$ cat src/rtl/auto_code_gen.sv
// auto_code_gen: inverse of the switch-to-LED class decoder.
// Scans the 4-bit switch codes in ascending order and emits, through a
// valid/ready handshake, every code whose LED class equals the target
// latched at start. Index never wraps: 4'hF is always the last code seen.
module auto_code_gen #(
  parameter bit SKIP_ZERO = 1'b0
) (
  input  logic       clk,
  input  logic       rst_n,
  input  logic       start,
  input  logic       abort,
  input  logic [1:0] target,
  input  logic       code_ready,
  output logic [3:0] sw_code,
  output logic       code_valid,
  output logic       busy,
  output logic       done,
  output logic [3:0] match_count,
  output logic       none_found
);

  typedef enum logic [1:0] {
    S_IDLE,
    S_SCAN,
    S_EMIT,
    S_DONE
  } state_t;

  localparam logic [3:0] START_INDEX = SKIP_ZERO ? 4'h1 : 4'h0;

  // LED class produced by the forward decoder for a given switch code.
  function automatic logic [1:0] led_class(input logic [3:0] code);
    case (code)
      4'h1, 4'h2, 4'h8, 4'h9: led_class = 2'b10;
      4'h3, 4'hA, 4'hC, 4'hD: led_class = 2'b01;
      default:                led_class = 2'b00;
    endcase
  endfunction

  state_t     r_state;
  logic [3:0] r_index;
  logic [1:0] r_target;
  logic [3:0] r_sw_code;
  logic       r_code_valid;
  logic       r_busy;
  logic       r_done;
  logic [3:0] r_match_count;
  logic       r_none_found;

  logic w_match;
  logic w_last;

  // Compare the current index against the latched class; class 2'b11 never matches.
  assign w_match = (led_class(r_index) == r_target);
  assign w_last  = (r_index == 4'hF);

  // Scan FSM with all outputs registered alongside the state.
  always_ff @(posedge clk or negedge rst_n) begin
    if (!rst_n) begin
      r_state       <= S_IDLE;
      r_index       <= 4'h0;
      r_target      <= 2'b00;
      r_sw_code     <= 4'h0;
      r_code_valid  <= 1'b0;
      r_busy        <= 1'b0;
      r_done        <= 1'b0;
      r_match_count <= 4'h0;
      r_none_found  <= 1'b0;
    end else begin
      // NOTE: non-blocking assignments throughout, so every branch below sees
      // the pre-edge register values; this default makes done a single-cycle
      // pulse unless the transition into DONE overrides it on this edge.
      r_done <= 1'b0;
      case (r_state)
        S_IDLE: begin
          if (start) begin
            r_target      <= target;
            r_match_count <= 4'h0;
            r_none_found  <= 1'b0;
            r_index       <= START_INDEX;
            r_busy        <= 1'b1;
            r_state       <= S_SCAN;
          end
        end
        S_SCAN: begin
          if (abort) begin
            r_busy  <= 1'b0;
            r_state <= S_IDLE;
          end else if (w_match) begin
            r_sw_code    <= r_index;
            r_code_valid <= 1'b1;
            r_state      <= S_EMIT;
          end else if (w_last) begin
            r_busy       <= 1'b0;
            r_done       <= 1'b1;
            r_none_found <= (r_match_count == 4'h0);
            r_state      <= S_DONE;
          end else begin
            r_index <= r_index + 4'h1;
          end
        end
        S_EMIT: begin
          if (abort) begin
            // Abort beats a simultaneous code_ready: the code is not counted.
            r_sw_code    <= 4'h0;
            r_code_valid <= 1'b0;
            r_busy       <= 1'b0;
            r_state      <= S_IDLE;
          end else if (code_ready) begin
            r_sw_code     <= 4'h0;
            r_code_valid  <= 1'b0;
            r_match_count <= r_match_count + 4'h1;
            if (w_last) begin
              // A code was just accepted, so this scan found at least one.
              r_busy       <= 1'b0;
              r_done       <= 1'b1;
              r_none_found <= 1'b0;
              r_state      <= S_DONE;
            end else begin
              r_index <= r_index + 4'h1;
              r_state <= S_SCAN;
            end
          end
        end
        S_DONE: begin
          r_state <= S_IDLE;
        end
        default: begin
          r_state <= S_IDLE;
        end
      endcase
    end
  end

  assign sw_code     = r_sw_code;
  assign code_valid  = r_code_valid;
  assign busy        = r_busy;
  assign done        = r_done;
  assign match_count = r_match_count;
  assign none_found  = r_none_found;

endmodule

$ cat config.mk
export PLATFORM = sky130hd
export DESIGN_NAME = auto_code_gen
export DESIGN_NICKNAME = d
export VERILOG_FILES = /design/src/rtl/auto_code_gen.sv
export SDC_FILE = /design/constraint.sdc
export NUM_CORES = 1
export LEC_CHECK = 0
export ABC_AREA = 1
export CAP_MARGIN = 20
export CORE_UTILIZATION = 53
export CTS_CLUSTER_SIZE = 16
export DETAILED_ROUTE_END_ITERATION = 8
export GPL_ROUTABILITY_DRIVEN = 1
export PLACE_DENSITY_LB_ADDON = 0.1
export SLEW_MARGIN = 25
export SYNTH_ARGS = -nofsm -noshare
export SYNTH_HDL_FRONTEND = slang
export SYNTH_SLANG_ARGS = --single-unit
$ cat constraint.sdc
create_clock -name clk -period 2 [get_ports clk]
set_input_delay 0.5 -clock clk [delete_from_list [all_inputs] [get_ports clk]]
set_output_delay 0.5 -clock clk [all_outputs]
set_load 0.05 [all_outputs]
Yosys cells after proc, flatten, opt, wreduce, memory -nomap -nowiden
Memories as Yosys holds them, arrays and structs flattened.
Index checks and enable logic that the tools add are counted.

word-level totals
  input port bits = 7
  register bits after elaboration = 20
  memory bits (writable) = 0
  output and inout bits = 12
  ROM bits = 32
  latch bits = 0
  memories kept = 1

operators by class
  add/sub/neg operators = 2
  mux-type cells = 49
  eq/ne operators = 16
  multipliers = 0
  reduce and logical (&&, ||, !) cells = 12
  bitwise operators = 0
  shifts and indexed selects = 0
  $lt $le $gt $ge = 0
  div/mod/pow operators = 0

memory list
  memory           depth  width  rd ports  clocked after Yosys merged registers in  write ports  line  source
  (no name shown)  16     2      1         0                                        0            33    case (code)

operator list
  kind                 number
  $mux 4               12
  $mux 1               22
  $ne 2x2->1 const B   8
  $pmux 4 s2           2
  $mux 2               7
  $pmux 4 s3           1
  $reduce_and 4->1     3
  $add 4x1->4 const B  2
  $pmux 2 s4           1
  $reduce_and 8->1     1
  $ne 3x3->1 const B   2
  $pmux 1 s3           2
  $reduce_and 6->1     1
  $eq 2x2->1 const B   2
  $eq 4x4->1 const B   1
  $logic_not 4->1      1
  $ne 4x4->1 const B   1
  $pmux 1 s2           2
  $reduce_bool 2->1    2
  $reduce_and 3->1     1
  $reduce_bool 3->1    1
  $eq 2x1->1 const B   1
  $eq 2x2->1           1
  $logic_not 2->1      1
  $reduce_and 2->1     1

Longest topological paths before layout
Gate-level depths: netlist of the first run.

  depth in word-level cells = 5
  depth in mapped cells = 12

Worst setup path after synthesis of the first run
No wires, ideal clock.

  path type = reg2reg
  from = reg r_index[0]
  to = reg r_sw_code[3], in the netlist sw_code[3]
  setup slack = 404 ps
  clock period less this slack = 1596 ps
  stages on the path, launching flop included = 11
  arrival time = 1522 ps
  library setup time = 74 ps
  buffers on the path = 0
  cells stage by stage = dfrtp_1 ha_1 ha_1 or2_1 nand3_2 nand2_4 nand2_4 nand2_4 nand2_4 nand2_1 o21ai_2

on the way
  cells in the longest elaborated chain, start to end = 4

RTL lines
  item                               line  source
  start, declared                    41    logic [3:0] r_index;
  start signal, assigned             99    r_index <= r_index + 4'h1;
  start signal, assigned             120   r_index <= r_index + 4'h1;
  $mem_v2 16x2                       --
  $eq 2x2->1                         54    assign w_match = (led_class(r_index) == r_target);
  $ne 2x2->1 (no source line)        --
  $reduce_and 4->1 (no source line)  --
  end signal, assigned               90    r_sw_code <= r_index;
  end, declared                      43    logic [3:0] r_sw_code;

Every way passes these cells.
A chain may end at the register's enable or synchronous reset.

Final worst setup path of the first run
  from = reg r_done, in the netlist done
  to = out done

RTL lines
  item                    line  source
  start, declared         46    logic r_done;
  start signal, assigned  66    r_done <= 1'b0;
  start signal, assigned  73    r_done <= 1'b0;
  start signal, assigned  95    r_done <= 1'b1;
  end, declared           17    output logic done,

No word-level cell between the ends.

==> results of run 1 <==
==> area by class of cell <==
cell class	instances	area [sq um]
clock inverters	1	30.0
flip-flops and latches	20	500
inverters	20	75.1
repair buffers	20	198
clock buffers	3	22.5
multi-input cells	121	709
fillers	183	706
well taps	28	35.0
==> state kept, by name, indices dropped and copies added (netlist names) <==
name and count:
match_count 4, r_index 4, sw_code 4, r_state 2, r_target 2, busy 1
code_valid 1, done 1, none_found 1
==> worst reg2reg max path, cell delays in order, from the launching register on <==
cell,delay (ps)
dfrtp_1,480
ha_1,250
ha_1,200
or2_1,220
nand3_2,90
nand2_4,80
nand2_4,90
nand2_4,60
nand2_4,120
nand2_1,70
o21ai_1,90
==> how the worst min path moves through the flow <==
stage,slack (ps),endpoint
after floorplan,200,busy
after global placement,470,sw_code[3]
after detailed placement,470,none_found
after CTS,500,none_found
after global routing,520,sw_code[3]
final,490,none_found
==> cells by family (layout without fill, tap and decap cells) <==
family	Yosys count	in the layout	share of synthesized area
flip-flops	20	20	0.384
AO/OA/AOI/OAI	24	24	0.109
buffers and inverters	22	44	0.0748
XOR/XNOR	1	1	0.00671
AND/OR/NAND/NOR	87	87	0.339
adder cells (fa/ha/maj)	9	9	0.0863
==> layout by cell type, fill, tap and decap left out, drive strengths merged, types with 7 or more instances in the layout <==
| cell | netlist | layout |
|---|---|---|
| o21ai | 10 | 10 |
| nand2 | 45 | 45 |
| inv | 20 | 20 |
| nor2 | 16 | 16 |
| ha | 9 | 9 |
| dfrtp | 20 | 20 |
| a21oi | 9 | 9 |
| nand3 | 15 | 15 |
| clkdlybuf4s50 | 0 | 7 |
| buf | 2 | 7 |
==> power by group <==
part           leakage, nW  switching (W)  internal (W)  total [W]
clock               0.0279       0.000134      0.000203   0.000336
combinational        0.579       0.000977      0.000497    0.00147
sequential           0.259       0.000126      0.000536   0.000662
==> per-layer routing <==
layer / up-vias / part of all wire / track usage
li1: 584 / - / -
met1: 524 / 0.46 / 0.273
met2: 23 / 0.48 / 0.407
met3: 6 / 0.032 / 0.0292
met4: 0 / 0.024 / 0.0946
met5: - / 0 / 0
==> per-stage QoR <==
step                total power [W]  setup WS, ps  instances  hold slack (ps)
floorplan                   0.00180           404        163              204
global placement            0.00210          97.7        209              468
detailed placement          0.00214         -10.6        209              465
CTS                         0.00248          13.8        213              495
global route                0.00270          13.1        213              518
finish                      0.00247          52.5        213              489
==> synthesized netlist by cell type, drive strengths merged <==
| master | count |
|---|---|
| and3 | 1 |
| ha | 9 |
| o22ai | 1 |
| buf | 2 |
| inv | 20 |
| nand3 | 15 |
| nor3 | 2 |
| xor2 | 1 |
| a22o | 1 |
| nor2 | 16 |
| o21ai | 10 |
| nand4 | 6 |
| nor4b | 1 |
| a211oi | 1 |
| a21oi | 9 |
| nand2 | 45 |
| or2 | 1 |
| dfrtp | 20 |
| a31oi | 2 |
==> timing repair <==
| item | in CTS | in global routing |
|---|---|---|
| gates resized for setup | 0 | 7 |
| setup endpoints to repair | 0 | 8 |
| endpoints found under the hold margin | 0 | 0 |
| hold buffers | 0 | 0 |
==> results.toml, run 1 <==
[status]
status = "finished, final reports clean"

[route]
drt_iter0_drc = 28
dr.pass1.iters = 4
num_vias = 1137
vias_per_cell = 5.34
drcViolationCount = 0
wirelength_um = 2660
postRouteAntennaNets = 0
wl_per_cell_um = 12.5

[finish]
n_antenna_cell = 0
fin_area_sq_um = 1570
drive_above_1_share = 0.168
area_delta_synth_final_pct = 20.3
num-nets-final = 202
fin_util = 0.690

[worst_setup_path]
r2r_start = "r_index[0]"
worstSetupPathType = "reg2out"
path_depth = 1
crit_start = "done"
timing.rr.end = "sw_code[2]"
path_cells = "clkdlybuf4s50_1"
worstPathRequired_ps = 1500
cp_top_family = "buffers and inverters"
endpoint_kind = "primary output"
r2r_slack_ps = 200
crit_fanout = 1
critPathBufInv = 1
rr_worst_depth = 10
crit_path_start_kind = "register"
slowest_stage = "clkdlybuf4s50_1"
critPathArrivalTime_ps = 1450
endpoint = "done"
cpPeakStageDelay_ps = 790

[timing]
tightest_slew_ps = 505
fmax_ghz = 0.513
rsz0062_at_grt = "false"
max_slew_margin = 0.663
drv_slew = 0
finalCritPeriodShare = 0.974
finalClockSkew_ps = 6.72
hold_viol = 0
setup_tns_ps = 0
setup_viol = 0
fin_crit_ps = 1950

[power]
p_leak_nw = 0.867
powerDensity_nw_per_um2 = 1570
peakVddDrop_uv = 827

[global_routing]
grt_antenna_before_repair = 0
grt_start_max_net_pins = 21
grt.total_usage = 0.228
grt_pass1_wl_um = 4500
grt.overflow.total = 0
grt_pass1_vias = 1062

[yosys]
seq_area_frac_synth = 0.384
yosys-top-cells-area = "dfrtp_1 38%, nand2_1 12%, ha_1 8.6%"
ys_types = 28
syn-cell-area_sq_um = 1310
syn_nets = 179
yosysTopAreaCell = "dfrtp_1"
synth_top_area_share = 0.384
syn_area_per_cell_sq_um = 8.01
ys.warnings.count = 0
ys_ff_latch = 20
synthCells = 163

[job]
cap_violations = 0

[clock_tree]
numClockSinks = 20
clock_latency_ps = 310
clk_pin_slew_ps = 120
cts_tree = "done"
ctsLongestPathBuffers = 2
postCtsSetupBuffers = 0
htree_levels = 1
cts_made_buffers = 3
root_buffer = "clkbuf_4"

[die]
die_x_um = 51.6
die-area_sq_um = 2660
rows = 17
start_util = 0.573
die_y_um = 51.6
ios = 19
fp.coreArea_sq_um = 2280

[placement]
io_buffers = 18
gp_congestion = 0.863
placed_area_sq_um = 1500
hpwl_um = 1980

[hold_path]
min_from = "none_found"
holdPathStages = 2
hp-class = "reg2reg"
(Power assumes the default switching activity.)
==> run 2, diff against run 1 <==
--- a/config.mk
+++ b/config.mk
@@ -7,6 +7,7 @@
 export LEC_CHECK = 0
 export ABC_AREA = 1
 export CAP_MARGIN = 20
+export CORE_MARGIN = 2
 export CORE_UTILIZATION = 53
 export CTS_CLUSTER_SIZE = 16
 export DETAILED_ROUTE_END_ITERATION = 8
@@ -16,3 +17,4 @@
 export SYNTH_ARGS = -nofsm -noshare
 export SYNTH_HDL_FRONTEND = slang
 export SYNTH_SLANG_ARGS = --single-unit
+export TNS_END_PERCENT = 5
==> run 2 against run 1 <==
Largest power group unchanged. Clock skew increased by 2.1 ps. Sequential share of layout area increased by 0.28 points. Register-to-register slack improved by 20 ps. Clock power decreased by 1%.
==> results.toml, run 2 (same netlist as run 1, synthesis figures left out) <==
[timing]
finalCritPeriodShare = 0.969
hold_viol = 0
fmax_ghz = 0.516
rsz0062_at_grt = "false"
setup_viol = 0
max_slew_margin = 0.665
tightest_slew_ps = 502
drv_slew = 0
fin_crit_ps = 1940
finalClockSkew_ps = 8.84
setup_tns_ps = 0

[finish]
drive_above_1_share = 0.178
area_delta_synth_final_pct = 19.3
fin_cells = 213
num-nets-final = 202
layout_commonest_cell = "nand2_1"
n_antenna_cell = 0
fillers = 182
layout_common_cells = "41 x nand2_1, 20 x dfrtp_1, 15 x inv_1, 15 x nor2_1, 10 x nand3_1"

[hold_path]
min_from = "none_found"
hp-class = "reg2reg"
min_to = "none_found"
holdPathStages = 2

[route]
drt_iter0_drc = 5
wl_per_cell_um = 12.2
wirelength_um = 2600
drcViolationCount = 0
postRouteAntennaNets = 0
dr.pass1.iters = 4
num_vias = 1141
vias_per_cell = 5.36

[worst_setup_path]
r2r_start = "r_index[0]"
critPathBufInv = 1
crit_fanout = 1
slowest_stage = "clkdlybuf4s50_1"
endpoint_kind = "primary output"
worstPathRequired_ps = 1500
r2r_slack_ps = 220
crit_path_start_kind = "register"
worstSetupPathType = "reg2out"
cpPeakStageDelay_ps = 790
critPathArrivalTime_ps = 1440
timing.rr.end = "code_valid"
path_cells = "clkdlybuf4s50_1"
rr_worst_depth = 10
cp_top_family = "buffers and inverters"

[clock_tree]
postCtsHoldBufs = 0
numClockSinks = 20
postCtsSetupBuffers = 0
cts_tree = "done"
cts_made_buffers = 3
root_buffer = "clkbuf_4"
htree_levels = 1
ctsLongestPathBuffers = 2
clk_pin_slew_ps = 120
clock_latency_ps = 300

[global_routing]
grt_antenna_before_repair = 0
grt.overflow.total = 0
grt.total_usage = 0.208
grt_start_max_net_pins = 21
grt_pass1_wl_um = 4360
grt_pass1_vias = 1049

[die]
ios = 19
rows = 17
die_x_um = 53.6
die-area_sq_um = 2880
fp.coreArea_sq_um = 2280
start_util = 0.573
die_y_um = 53.6

[job]
cap_violations = 0

[power]
p_leak_nw = 0.830
peakVddDrop_uv = 980
powerDensity_nw_per_um2 = 1580

[placement]
place_inst = 209
hpwl_um = 2000
io_buffers = 18
gp_congestion = 0.836

[status]
status = "finished, final reports clean"
-- run 2: cell count changes in the layout (fill, tap and decap cells not counted), sizes merged --
cell and change:
dlymetal6s2s -3, buf +2, dlygate4sd2 +1
-- run 2: how the worst max path moves through the flow --
stage,startpoint,to,slack [ps],cells past startpoint
floorplan,r_index[0],sw_code[3],400,10
global placement,abort,r_index[3],100,9
detailed placement,abort,r_index[3],2,9
CTS,sw_code[0],sw_code[0],10,1
global route,done,done,10,1
finish,done,done,60,1
-- run 2: final cells by class --
type / instances / area, sq um / area share
clock buffers: 3 / 22.5 / 0.0145
clock inverters: 1 / 30.0 / 0.0193
multi-input cells: 121 / 709 / 0.456
well taps: 28 / 35.0 / 0.0225
flip-flops and latches: 20 / 500 / 0.322
repair buffers: 20 / 184 / 0.118
inverters: 20 / 75.1 / 0.0482
-- run 2: power by group --
group,switching (W),internal [W]
sequential,0.000123,0.000537
combinational,0.000972,0.000489
clock,0.000129,0.000203
-- run 2: metal layers --
layer,GRT usage,wire length [um],vias to the layer above
li1,-,-,580
met2,0.366,1320,11
met1,0.256,1210,548
met4,0.0897,14,0
met3,0.0250,60,2
met5,0,0,-
-- run 2: what timing repair did --
action / 4_1_cts / 5_1_grt
setup endpoints to repair: 1 / 5
gates resized for setup: 1 / 4
pin swaps: 0 / 0
-- run 2: through the flow --
stage                     power (W)  area, sq um   util  setup WS (ps)  hold WS [ps]
after global routing        0.00267         1560  0.684           12.0           532
after CTS                   0.00247         1550  0.679           9.81           497
after global placement      0.00209         1500  0.657           97.1           468
after detailed placement    0.00214         1500  0.657           1.86           468
final                       0.00245         1560  0.684           62.5           494
after floorplan             0.00180         1310      -            404           204
-- run 2: tightest hold or removal path, stage by stage (launching register included) --
cell and delay (ps):
dfrtp_1 370, nand2_1 50, nand2_1 50
==> run 3, diff against run 2 <==
--- a/config.mk
+++ b/config.mk
@@ -7,8 +7,11 @@
 export LEC_CHECK = 0
 export ABC_AREA = 1
 export CAP_MARGIN = 20
+export CELL_PAD_IN_SITES_DETAIL_PLACEMENT = 1
+export CELL_PAD_IN_SITES_GLOBAL_PLACEMENT = 1
+export CORE_ASPECT_RATIO = 1.75
 export CORE_MARGIN = 2
-export CORE_UTILIZATION = 53
+export CORE_UTILIZATION = 39
 export CTS_CLUSTER_SIZE = 16
 export DETAILED_ROUTE_END_ITERATION = 8
 export GPL_ROUTABILITY_DRIVEN = 1
==> run 3 against run 2 <==
Die area is 34% higher. First-iteration DRC count is 40% higher. Setup slack better by 10 ps. Design area is 1.8% higher. Worst hold slack worse by 10 ps. Sequential share of layout area is 0.58 points lower. Register-to-register slack hardly changed. Clock skew is 4.8 ps lower. Wire length is 23% higher. Core utilization is 18 points lower. Sequential power is 1% higher. Critical endpoint is now sw_code[1]. Combinational power hardly changed.
==> results.toml, run 3 (same netlist as run 1, synthesis figures left out) <==
[status]
status = "finished, final reports clean"

[die]
rows = 27
fp.coreArea_sq_um = 3180
start_util = 0.411
ios = 19
die_x_um = 47.7
die-area_sq_um = 3840
die_y_um = 80.5

[placement]
placed_area_sq_um = 1510
io_buffers = 18
gp_congestion = 0.814
hpwl_um = 2600

[finish]
num-nets-final = 202
drive_above_1_share = 0.184
layout_commonest_cell = "nand2_1"
fin_area_sq_um = 1590
layout_common_cells = "41 x nand2_1, 20 x dfrtp_1, 15 x inv_1, 15 x nor2_1"
area_delta_synth_final_pct = 21.5
fin_util = 0.499
n_antenna_cell = 0

[worst_setup_path]
slowest_stage = "clkdlybuf4s50_1"
worstPathRequired_ps = 1500
path_cells = "clkdlybuf4s50_1"
worstSetupPathType = "reg2out"
critPathBufInv = 1
cpPeakStageDelay_ps = 810
critPathArrivalTime_ps = 1430
endpoint_kind = "primary output"
crit_fanout = 2
crit_path_start_kind = "register"
cp_top_family = "buffers and inverters"

[global_routing]
grt_pass1_vias = 1239
grt_pass1_wl_um = 5360
grt.overflow.total = 0
grt_start_max_net_pins = 21
grt.total_usage = 0.193
grt_antenna_before_repair = 0

[route]
drcViolationCount = 0
postRouteAntennaNets = 0
route.met3.wl_um = 73
wl_per_cell_um = 14.0
dr.pass1.iters = 4
dr_wl_met2_um = 1920
wl_met1_um = 1130
top_layer = "met4"
vias_per_cell = 5.04
num_vias = 1148
wirelength_um = 3190
drt_iter0_drc = 7

[timing]
whs_ps = 484
hold_viol = 0
finalCritPeriodShare = 0.964
fmax_ghz = 0.519
tightest_slew_ps = 501
fin_crit_ps = 1930
finalClockSkew_ps = 4.09
max_slew_margin = 0.665
rsz0062_at_grt = "false"
drv_slew = 0
setup_viol = 0

[clock_tree]
root_buffer = "clkbuf_8"
clock_latency_ps = 260
cts_tree = "done"
clk_pin_slew_ps = 80
cts_made_buffers = 3
htree_levels = 1
ctsLongestPathBuffers = 2
numClockSinks = 20
postCtsSetupBuffers = 0

[power]
power.total_w = 0.00257
p_leak_nw = 0.787
peakVddDrop_uv = 677
powerDensity_nw_per_um2 = 1620

[hold_path]
hp-class = "reg2reg"

[job]
cap_violations = 0
## run 3: changes by cell type in the layout (fill, tap and decap cells not counted), sizes merged
cell / previous run / this run
clkdlybuf4s50: 7 / 10
buf: 9 / 10
dlymetal6s2s: 3 / 0
dlygate4sd2: 1 / 0
## run 3: stage by stage
step | TNS (ps) | worst slack (ps) | std cells
finish | 0 | 72.5 | 228
global route | 0 | 23.7 | 228
CTS | 0 | 56.6 | 228
detailed placement | -38.9 | -19.7 | 224
global placement | 0 | 46.9 | 224
floorplan | 0 | 404 | 163
## run 3: what timing repair did
action,4_1_cts,5_1_grt
setup endpoints to repair,0,4
hold buffers,0,0
resized for setup,0,1
## run 3: power by group
part           internal (W)  switching [W]  leakage, nW  total [W]
clock              0.000267       0.000144       0.0357   0.000412
combinational      0.000494       0.000998        0.492    0.00149
sequential         0.000538       0.000130        0.259   0.000668
## run 3: layer usage
layer  up-vias  track usage
met5         -            0
li1        579            -
met2        18        0.380
met1       544        0.188
met3         7       0.0180
met4         0       0.0649
## run 3: final timing paths
| kind | slack, ps | depth (start not counted) | startpoint | end |
|---|---|---|---|---|
| min | 480 | 2 | none_found | none_found |
| max in group asynchronous | 1200 | 2 | rst_n | r_index[0] |
| max reg2reg | 210 | 10 | r_state[1] | r_index[3] |
| min in group asynchronous | 580 | 2 | rst_n | r_target[0] |
| max | 70 | 1 | sw_code[1] | sw_code[1] |
| min reg2reg | 480 | 2 | none_found | none_found |
## run 3: cell type report
| type | instances | area [sq um] |
|---|---|---|
| clock buffers | 3 | 41.3 |
| clock inverters | 1 | 30.0 |
| fillers | 416 | 1590 |
| inverters | 20 | 75.1 |
| multi-input cells | 121 | 709 |
| flip-flops and latches | 20 | 500 |
| well taps | 43 | 53.8 |
| repair buffers | 20 | 175 |
